===== config.mk =====
export PLATFORM = sky130hd
export DESIGN_NAME = uart_tx_periph
export DESIGN_NICKNAME = d
export VERILOG_FILES = /design/src/rtl/uart_pkg.sv /design/src/rtl/uart_baud_gen.sv /design/src/rtl/uart_tx_periph.sv
export SDC_FILE = /design/constraint.sdc
export NUM_CORES = 1
export LEC_CHECK = 0
export ABC_AREA = 0
export BUFFER_PORTS_ARGS = -buffer_cell sky130_fd_sc_hd__buf_2
export CAP_MARGIN = 25
export CORE_UTILIZATION = 46
export CTS_CLUSTER_DIAMETER = 30
export CTS_CLUSTER_SIZE = 24
export DETAILED_ROUTE_END_ITERATION = 8
export PLACE_DENSITY = 0.79
export SLEW_MARGIN = 20
export SYNTH_ARGS = -nofsm -noshare
export SYNTH_HDL_FRONTEND = slang
export SYNTH_SLANG_ARGS = --single-unit

===== constraint.sdc =====
create_clock -name clk -period 2.2 [get_ports clk]
set_input_delay 0 -clock clk [delete_from_list [all_inputs] [get_ports clk]]
set_output_delay 0 -clock clk [all_outputs]
set_load 0.05 [all_outputs]

===== src/rtl/uart_pkg.sv =====
// Shared UART definitions: FSM state encoding, register-select codes, 8N1 frame shape.
// Used by both the TX peripheral and the future RX peripheral.
package uart_pkg;

    typedef enum logic [1:0] {
        ST_IDLE  = 2'd0,
        ST_START = 2'd1,
        ST_DATA  = 2'd2,
        ST_STOP  = 2'd3
    } uart_state_t;

    localparam logic [1:0] TX_SEL  = 2'b01;
    localparam logic [1:0] RX_SEL  = 2'b10;
    localparam logic [1:0] CLR_SEL = 2'b11;

    localparam int unsigned DATA_BITS = 8;
    localparam int unsigned STOP_BITS = 1;

endpackage


===== src/rtl/uart_baud_gen.sv =====
// Bit-period counter: counts 0..BAUD_DIV-1 while enabled and ticks on the last count.
// Tick is combinational from the registered count; clear and reset force the count to 0.
module uart_baud_gen #(
    parameter int unsigned BAUD_DIV = 434
) (
    input  logic clk,
    input  logic reset,
    input  logic i_en,
    input  logic i_clr,
    output logic o_tick
);

    localparam int unsigned CW = $clog2(BAUD_DIV);

    logic [CW-1:0] r_cnt;
    logic          w_last;

    assign w_last = (r_cnt == CW'(BAUD_DIV - 1));
    assign o_tick = i_en && w_last;

    always_ff @(posedge clk) begin
        if (reset || i_clr) begin
            r_cnt <= '0;
        end else if (i_en) begin
            r_cnt <= w_last ? '0 : r_cnt + CW'(1);
        end
    end

endmodule


===== src/rtl/uart_tx_periph.sv =====
// Memory-mapped 8N1 UART transmitter; tx/busy/done are registered, so a frame starts one cycle after the write.
// No queueing: a TX write while a frame is in flight is dropped; done is sticky until cleared or a new frame starts.
module uart_tx_periph #(
    parameter int unsigned BAUD_DIV = 434,
    parameter logic [1:0]  TX_SEL   = uart_pkg::TX_SEL,
    parameter logic [1:0]  CLR_SEL  = uart_pkg::CLR_SEL
) (
    input  logic        clk,
    input  logic        reset,
    input  logic [31:0] data_i,
    input  logic [1:0]  reg_sel_i,
    input  logic        wr_i,
    output logic        tx_o,
    output logic        busy_o,
    output logic        done_o,
    output logic [31:0] status_o
);
    import uart_pkg::*;

    localparam int unsigned IDX_W = $clog2(DATA_BITS);

    uart_state_t          r_state, w_state_nxt;
    logic [DATA_BITS-1:0] r_shift, w_shift_nxt;
    logic [IDX_W-1:0]     r_idx, w_idx_nxt;
    logic                 r_tx, r_busy, r_done;
    logic                 w_tx_nxt;
    logic                 w_accept, w_clr, w_tick, w_baud_en, w_frame_end;
    logic                 w_unused_hi;

    assign w_unused_hi = ^data_i[31:DATA_BITS];

    assign w_accept  = wr_i && (reg_sel_i == TX_SEL) && (r_state == ST_IDLE);
    assign w_clr     = wr_i && (reg_sel_i == CLR_SEL);
    assign w_baud_en = (r_state != ST_IDLE);

    uart_baud_gen #(
        .BAUD_DIV (BAUD_DIV)
    ) u_baud (
        .clk    (clk),
        .reset  (reset),
        .i_en   (w_baud_en),
        .i_clr  (w_accept),
        .o_tick (w_tick)
    );

    always_comb begin
        w_state_nxt = r_state;
        w_shift_nxt = r_shift;
        w_idx_nxt   = r_idx;
        w_frame_end = 1'b0;
        case (r_state)
            ST_IDLE: begin
                if (w_accept) begin
                    w_state_nxt = ST_START;
                    w_shift_nxt = data_i[DATA_BITS-1:0];
                    w_idx_nxt   = '0;
                end
            end
            ST_START: begin
                if (w_tick) begin
                    w_state_nxt = ST_DATA;
                    w_idx_nxt   = '0;
                end
            end
            ST_DATA: begin
                if (w_tick) begin
                    w_shift_nxt = r_shift >> 1;
                    if (r_idx == IDX_W'(DATA_BITS - 1)) begin
                        w_state_nxt = ST_STOP;
                        w_idx_nxt   = '0;
                    end else begin
                        w_idx_nxt = r_idx + IDX_W'(1);
                    end
                end
            end
            ST_STOP: begin
                // Bit index is reused to count stop bits.
                if (w_tick) begin
                    if (r_idx == IDX_W'(STOP_BITS - 1)) begin
                        w_state_nxt = ST_IDLE;
                        w_idx_nxt   = '0;
                        w_frame_end = 1'b1;
                    end else begin
                        w_idx_nxt = r_idx + IDX_W'(1);
                    end
                end
            end
            default: begin
                w_state_nxt = ST_IDLE;
            end
        endcase

        // Line level is derived from the next state so tx_o is registered without an extra cycle of lag.
        case (w_state_nxt)
            ST_START: w_tx_nxt = 1'b0;
            ST_DATA:  w_tx_nxt = w_shift_nxt[0];
            default:  w_tx_nxt = 1'b1;
        endcase
    end

    always_ff @(posedge clk) begin
        if (reset) begin
            r_state <= ST_IDLE;
            r_shift <= '0;
            r_idx   <= '0;
            r_tx    <= 1'b1;
            r_busy  <= 1'b0;
            r_done  <= 1'b0;
        end else begin
            r_state <= w_state_nxt;
            r_shift <= w_shift_nxt;
            r_idx   <= w_idx_nxt;
            r_tx    <= w_tx_nxt;
            r_busy  <= (w_state_nxt != ST_IDLE);
            // Frame completion beats a coincident clear.
            if (w_frame_end) begin
                r_done <= 1'b1;
            end else if (w_clr || w_accept) begin
                r_done <= 1'b0;
            end
        end
    end

    assign tx_o     = r_tx;
    assign busy_o   = r_busy;
    assign done_o   = r_done;
    assign status_o = {30'b0, r_done, r_busy};

endmodule


==> flow_summary.ini, run 1 <==
[placed_design]
port_buffers = 17
place.detailed.hpwl_um = 1722
place.gp.congestion = 0.7940
place_area_um2 = 1485
pre_cts_ws_ns = 0.4178

[sta]
grt_setup_unrepaired = no
setup_ws_ns = 0.3726
finalHoldViolCount = 0
max_clock_freq_mhz = 547.2
finalSetupTns_ns = 0
min_period_over_period_pct = 83.07
fin_crit_ns = 1.827
setup_viol = 0
skew_ns = 0.002825
slew_viol_final = 0

[logic_synthesis]
netlist_instances = 179
ys_warn_count = 0
synth.distinct_cells = 43
syn_area_um2 = 1531
synth-edff-count = 0
yosys-top-cells-count = buf_4, dfxtp_1, nor2_1
async_flop_share_pct = 0
yosysMostFrequentCell = buf_4
syn_area_per_cell_um2 = 8.556
yosysTopAreaCellShare_pct = 32.68
ys_top_cells_by_area = dfxtp_1, buf_4, nand3_1, ha_1, a21oi_1
synth_top_area_cell = dfxtp_1
synthFlopType = dfxtp_1
ys_ff_latch = 25
synth-seq-area-share_pct = 32.68

[worst_hold_path]
hold_path.class = primary input to flop

[cts]
cts_inserted_buffers = 3
cts.repair.resized = 0
clk_path_buf_depth = 2
clk_pin_slew_ns = 0.13
clk_latency_ns = 0.32
cts.htree.levels = 1
cts_tree = built
cts_sinks = 25
root_buffer = clkbuf_4

[floorplanning]
start_util_pct = 49.35
dieArea_um2 = 3564
chipWidth_um = 59.70
io_pins = 72
core_area_um2 = 3103
die_h_um = 59.70
rows = 20

[routing]
drtIter0Drc = 33
drt-vias-per-instance = 4.921
drc_errors = 0
wire_per_inst_um = 10.23
totalWireLength_um = 2445
vias = 1176
firstDrtPassIters = 5
ant_nets = 0

[final_layout]
area_growth_syn_to_layout_pct = 3.268
fin_area_um2 = 1582
nets = 238
n_antenna_cell = 0
drive_above_1_share_pct = 14.36

[pwr]
power_density_nw_per_um2 = 551.0
peakVddDrop_uv = 354.4
leakage_nw = 0.6296

[grt]
grt_first_pass_wirelength_um = 3946
grt_pass1_vias = 923
grt_util_all_layers_pct = 14.48
antenna_found_initial = 0
grt_max_degree = 19
grt-ovfl-total = 0

[critical_path]
critPathKind = flop to flop
cp_slowest_stage_delay_ns = 0.42
required_ns = 2.40
path_cells = ha_1 -> and4b_1 -> nand4_1 -> a2111oi_2 -> a41oi_1
crit_slowest_cell = dfxtp_1
worstPathArrival_ns = 2.03
cp-start-kind = flop
worstPathMaxFanout = 9
endpoint_kind = flop

[run]
cap_viol_max_count = 0

[run_status]
status = completed
-- cell usage in the layout (no fill, tap or decap), types with 2 or more instances in the layout --
master          n
a21oi_1        12
nand3b_1        2
o2111ai_1       2
clkbuf_4        3
ha_1            5
nor2b_1         2
nor3_1          3
xnor2_1         5
dfxtp_1        25
and2_1          4
nand2_1         9
dlygate4sd3_1   7
a22oi_1         6
xor2_1          3
nand3_1        14
buf_2          17
nand4_1         3
conb_1         30
nor2_1         15
or2_1           2
inv_1           5
-- path summary, 6_finish.rpt --
check | end | depth (start not counted) | from | slack, ns
setup / recovery | tx_o | 5 | u_baud.r_cnt[0] | 0.37
setup reg to reg | tx_o | 5 | u_baud.r_cnt[0] | 0.37
hold / removal | done_o | 4 | reg_sel_i[0] | 0.003
hold reg to reg | r_shift[3] | 2 | r_shift[3] | 0.48
-- through the flow --
stage          total power [W]  utilization, %  cells  hold slack, ns
5_1_grt              0.0009058           50.97    239         0.01185
3_5_place_dp         0.0006621           47.86    228          0.2460
2_1_floorplan        0.0006857               -    208          0.1360
4_1_cts              0.0008746           50.97    239        0.005202
3_3_place_gp         0.0006609           47.86    228          0.2410
6_report             0.0008713           50.97    239        0.002827
-- registers in the layout (all words and copies together) (netlist names) --
| signal | cells |
|---|---|
| u_baud.r_cnt | 9 |
| r_shift | 8 |
| r_idx | 3 |
| r_state | 2 |
| busy_o | 1 |
| done_o | 1 |
| tx_o | 1 |
-- logic make-up after synthesis --
logic type      Yosys count  synth area share [%]
simple gates             62                 21.89
xor+xnor                  8                 4.575
compound gates           32                 16.01
other cells               1                0.2449
flops                    25                 32.68
buf+inv                  46                 20.51
fa+ha+maj                 5                 4.085
-- worst max-delay path, delay by kind of cell (launching register included) --
| family | cells | cell delay (ns) |
|---|---|---|
| flip-flops | 1 | 0.42 |
| adder cells (fa/ha/maj) | 1 | 0.16 |
| AND/OR/NAND/NOR | 2 | 0.65 |
| AO/OA/AOI/OAI | 2 | 0.48 |
-- what timing repair did --
action / CTS / global route
setup endpoints to repair: 0 / 0
hold buffers: 7 / 0
endpoints found under the hold margin: 7 / 0
buffers inserted: 0 / 0
-- final cells by class --
type | count | area (µm²)
Inverter | 5 | 18.77
Multi-Input combinational cell | 137 | 825.8
Sequential cell | 25 | 500.5
Tap cell | 44 | 55.05
Timing Repair Buffer | 24 | 155.1
Clock buffer | 4 | 26.28
Fill cell | 308 | 1521
-- power by group --
part	internal (W)	leakage [nW]	switching (W)
Clock	0.0000710	0.0150	0.000138
Combinational	0.0000359	0.412	0.000155
Sequential	0.000463	0.202	0.00000868
Total	0.000570	0.630	0.000302
-- routing by layer --
layer | vias to the layer above | share of wire, % | track usage [%] | wire, µm
met4 | 0 | 0.61 | 2.990 | 15
li1 | 591 | - | - | -
met2 | 54 | 45 | 22.86 | 1095
met1 | 529 | 47 | 19.41 | 1138
met5 | - | 0 | 0 | 0
met3 | 2 | 8.0 | 4.545 | 196
Power figures use the tool's default switching activity.
==> inputs of run 2 (changes only) <==
Settings changed: CORE_UTILIZATION 46 to 42, PLACE_DENSITY 0.79 to 0.76.
Clock period 2.2 ns to 1.53 ns, I/O delays scaled along.
==> flow_summary.ini, run 2 (synthesis gave the netlist of run 1 again) <==
[routing]
firstDrtPassIters = 4
drt-vias-per-instance = 4.846
totalWireLength_um = 3128
drc_errors = 0
ant_nets = 0
drtIter0Drc = 52
wl_met3_um = 115
wire_per_inst_um = 11.72
wl_met1_um = 1423
vias = 1294
dr_wl_met2_um = 1575
top_layer = met4

[grt]
grt_max_degree = 19
grt_first_pass_wirelength_um = 5271
grt-ovfl-total = 0
grt_util_all_layers_pct = 16.71
antenna_found_initial = 0
grt_pass1_vias = 1200

[final_layout]
largest_reg_flops = 9
top_register = u_baud.r_cnt
mostFrequentLayoutCells = conb_1, buf_4, dfxtp_1
final_common_cell = conb_1
drive_above_1_share_pct = 35.75
finalCoreUtilization_pct = 56.37
n_antenna_cell = 0
reg_top3 = u_baud.r_cnt (9), r_shift (8), r_idx (3)
area_growth_syn_to_layout_pct = 25.74
nets = 264

[sta]
max_clock_freq_mhz = 626.4
finalHoldViolCount = 0
skew_ns = 0.005925
slew_viol_final = 0
grt_setup_unrepaired = yes
setup_ws_ns = -0.06638
min_period_over_period_pct = 104.3
setup_viol = 3
fin_crit_ns = 1.596
whs_ns = 0.01304

[cts]
root_buffer = clkbuf_4
cts_inserted_buffers = 3
clk_pin_slew_ns = 0.13
cts_tree = built
cts.htree.levels = 1
clk_path_buf_depth = 2
clk_latency_ns = 0.32
cts_sinks = 25

[critical_path]
reg2reg_slack_ns = -0.07
cp-start-kind = flop
worstPathMaxFanout = 5
critPathKind = flop to flop
endpoint_kind = flop
required_ns = 1.73
worstPathArrival_ns = 1.79

[pwr]
peakVddDrop_uv = 444.8
p_total_w = 0.001289
power_density_nw_per_um2 = 669.7
power_frac_seq_pct = 52.4
p_sw_share_pct = 34.61
power_switching_w = 0.0004462
intPower_w = 0.0008432
pwr-share-clk_pct = 23.1
leakage_nw = 0.7706
power_frac_comb_pct = 24.6

[worst_hold_path]
hold_path.class = primary input to flop

[placed_design]
port_buffers = 17
place.gp.congestion = 0.8256
place.detailed.hpwl_um = 2121

[run_status]
violations = negative setup slack
status = finished with violations

[floorplanning]
chipWidth_um = 62.39
start_util_pct = 44.84
io_pins = 72
rows = 21
dieArea_um2 = 3892
core_area_um2 = 3416
die_h_um = 62.39

[run]
cap_viol_max_count = 0
-- run 2: changes by cell type in the layout (fill, tap and decap cells not counted), moves of 3 or more --
cell	delta
buf_4	+24
a22oi_1	-6
a22oi_2	+6
dfxtp_1	-5
dfxtp_2	+5
ha_1	-3
ha_4	+3
-- run 2: worst paths after layout --
check / startpoint / endpoint / cells after the start
worst min-delay path: wr_i / done_o / 4
worst max-delay path: u_baud.r_cnt[1] / tx_o / 6
worst max register to register: u_baud.r_cnt[1] / tx_o / 6
worst min register to register: done_o / done_o / 2
-- run 2: final cells by class --
type | count | area (µm²)
tap | 46 | 57.56
multi-input combinational | 137 | 959.7
sequential | 25 | 506.7
inverter | 5 | 18.77
timing repair buffer | 50 | 356.6
fill | 318 | 1490
clock buffer | 4 | 26.28
-- run 2: per-stage QoR --
step	setup slack, ns	cell area, µm²	cells	TNS (ns)
after floorplan	-0.02554	1654	208	-0.02554
after global placement	-0.04824	1663	252	-0.1075
after detailed placement	-0.1097	1663	252	-0.4235
after CTS	-0.04792	1848	265	-0.05168
after global routing	-0.1288	1926	267	-0.5441
final	-0.06638	1926	267	-0.1322
-- run 2: routing by layer --
metal | vias to the layer above | track usage (%)
li1 | 643 | -
met1 | 609 | 20.38
met2 | 40 | 29.12
met3 | 2 | 3.832
met4 | 0 | 4.942
met5 | - | 0
-- run 2: critical path: stages, from the launching register on --
cell       delay, ns
dfxtp_2         0.35
inv_2           0.06
ha_4            0.11
and4b_2         0.29
nand4_1         0.21
a2111oi_4       0.39
a41oi_1         0.07
-- run 2: power by group through the flow --
stage	Clock, W	Sequential [W]	Combinational (W)
after floorplan	0	0.000697	0.000289
after global placement	0	0.000686	0.000278
after detailed placement	0	0.000687	0.000281
after CTS	0.000304	0.000674	0.000304
after global routing	0.000349	0.000677	0.000334
final	0.000297	0.000675	0.000317
-- run 2: repair_timing --
action	in CTS	in global routing
setup buffers	2	1
cloned	0	0
hold buffers	7	1
setup endpoints to repair	15	16
hold endpoints to repair	7	1
pin swaps	7	6
gates resized for setup	18	14
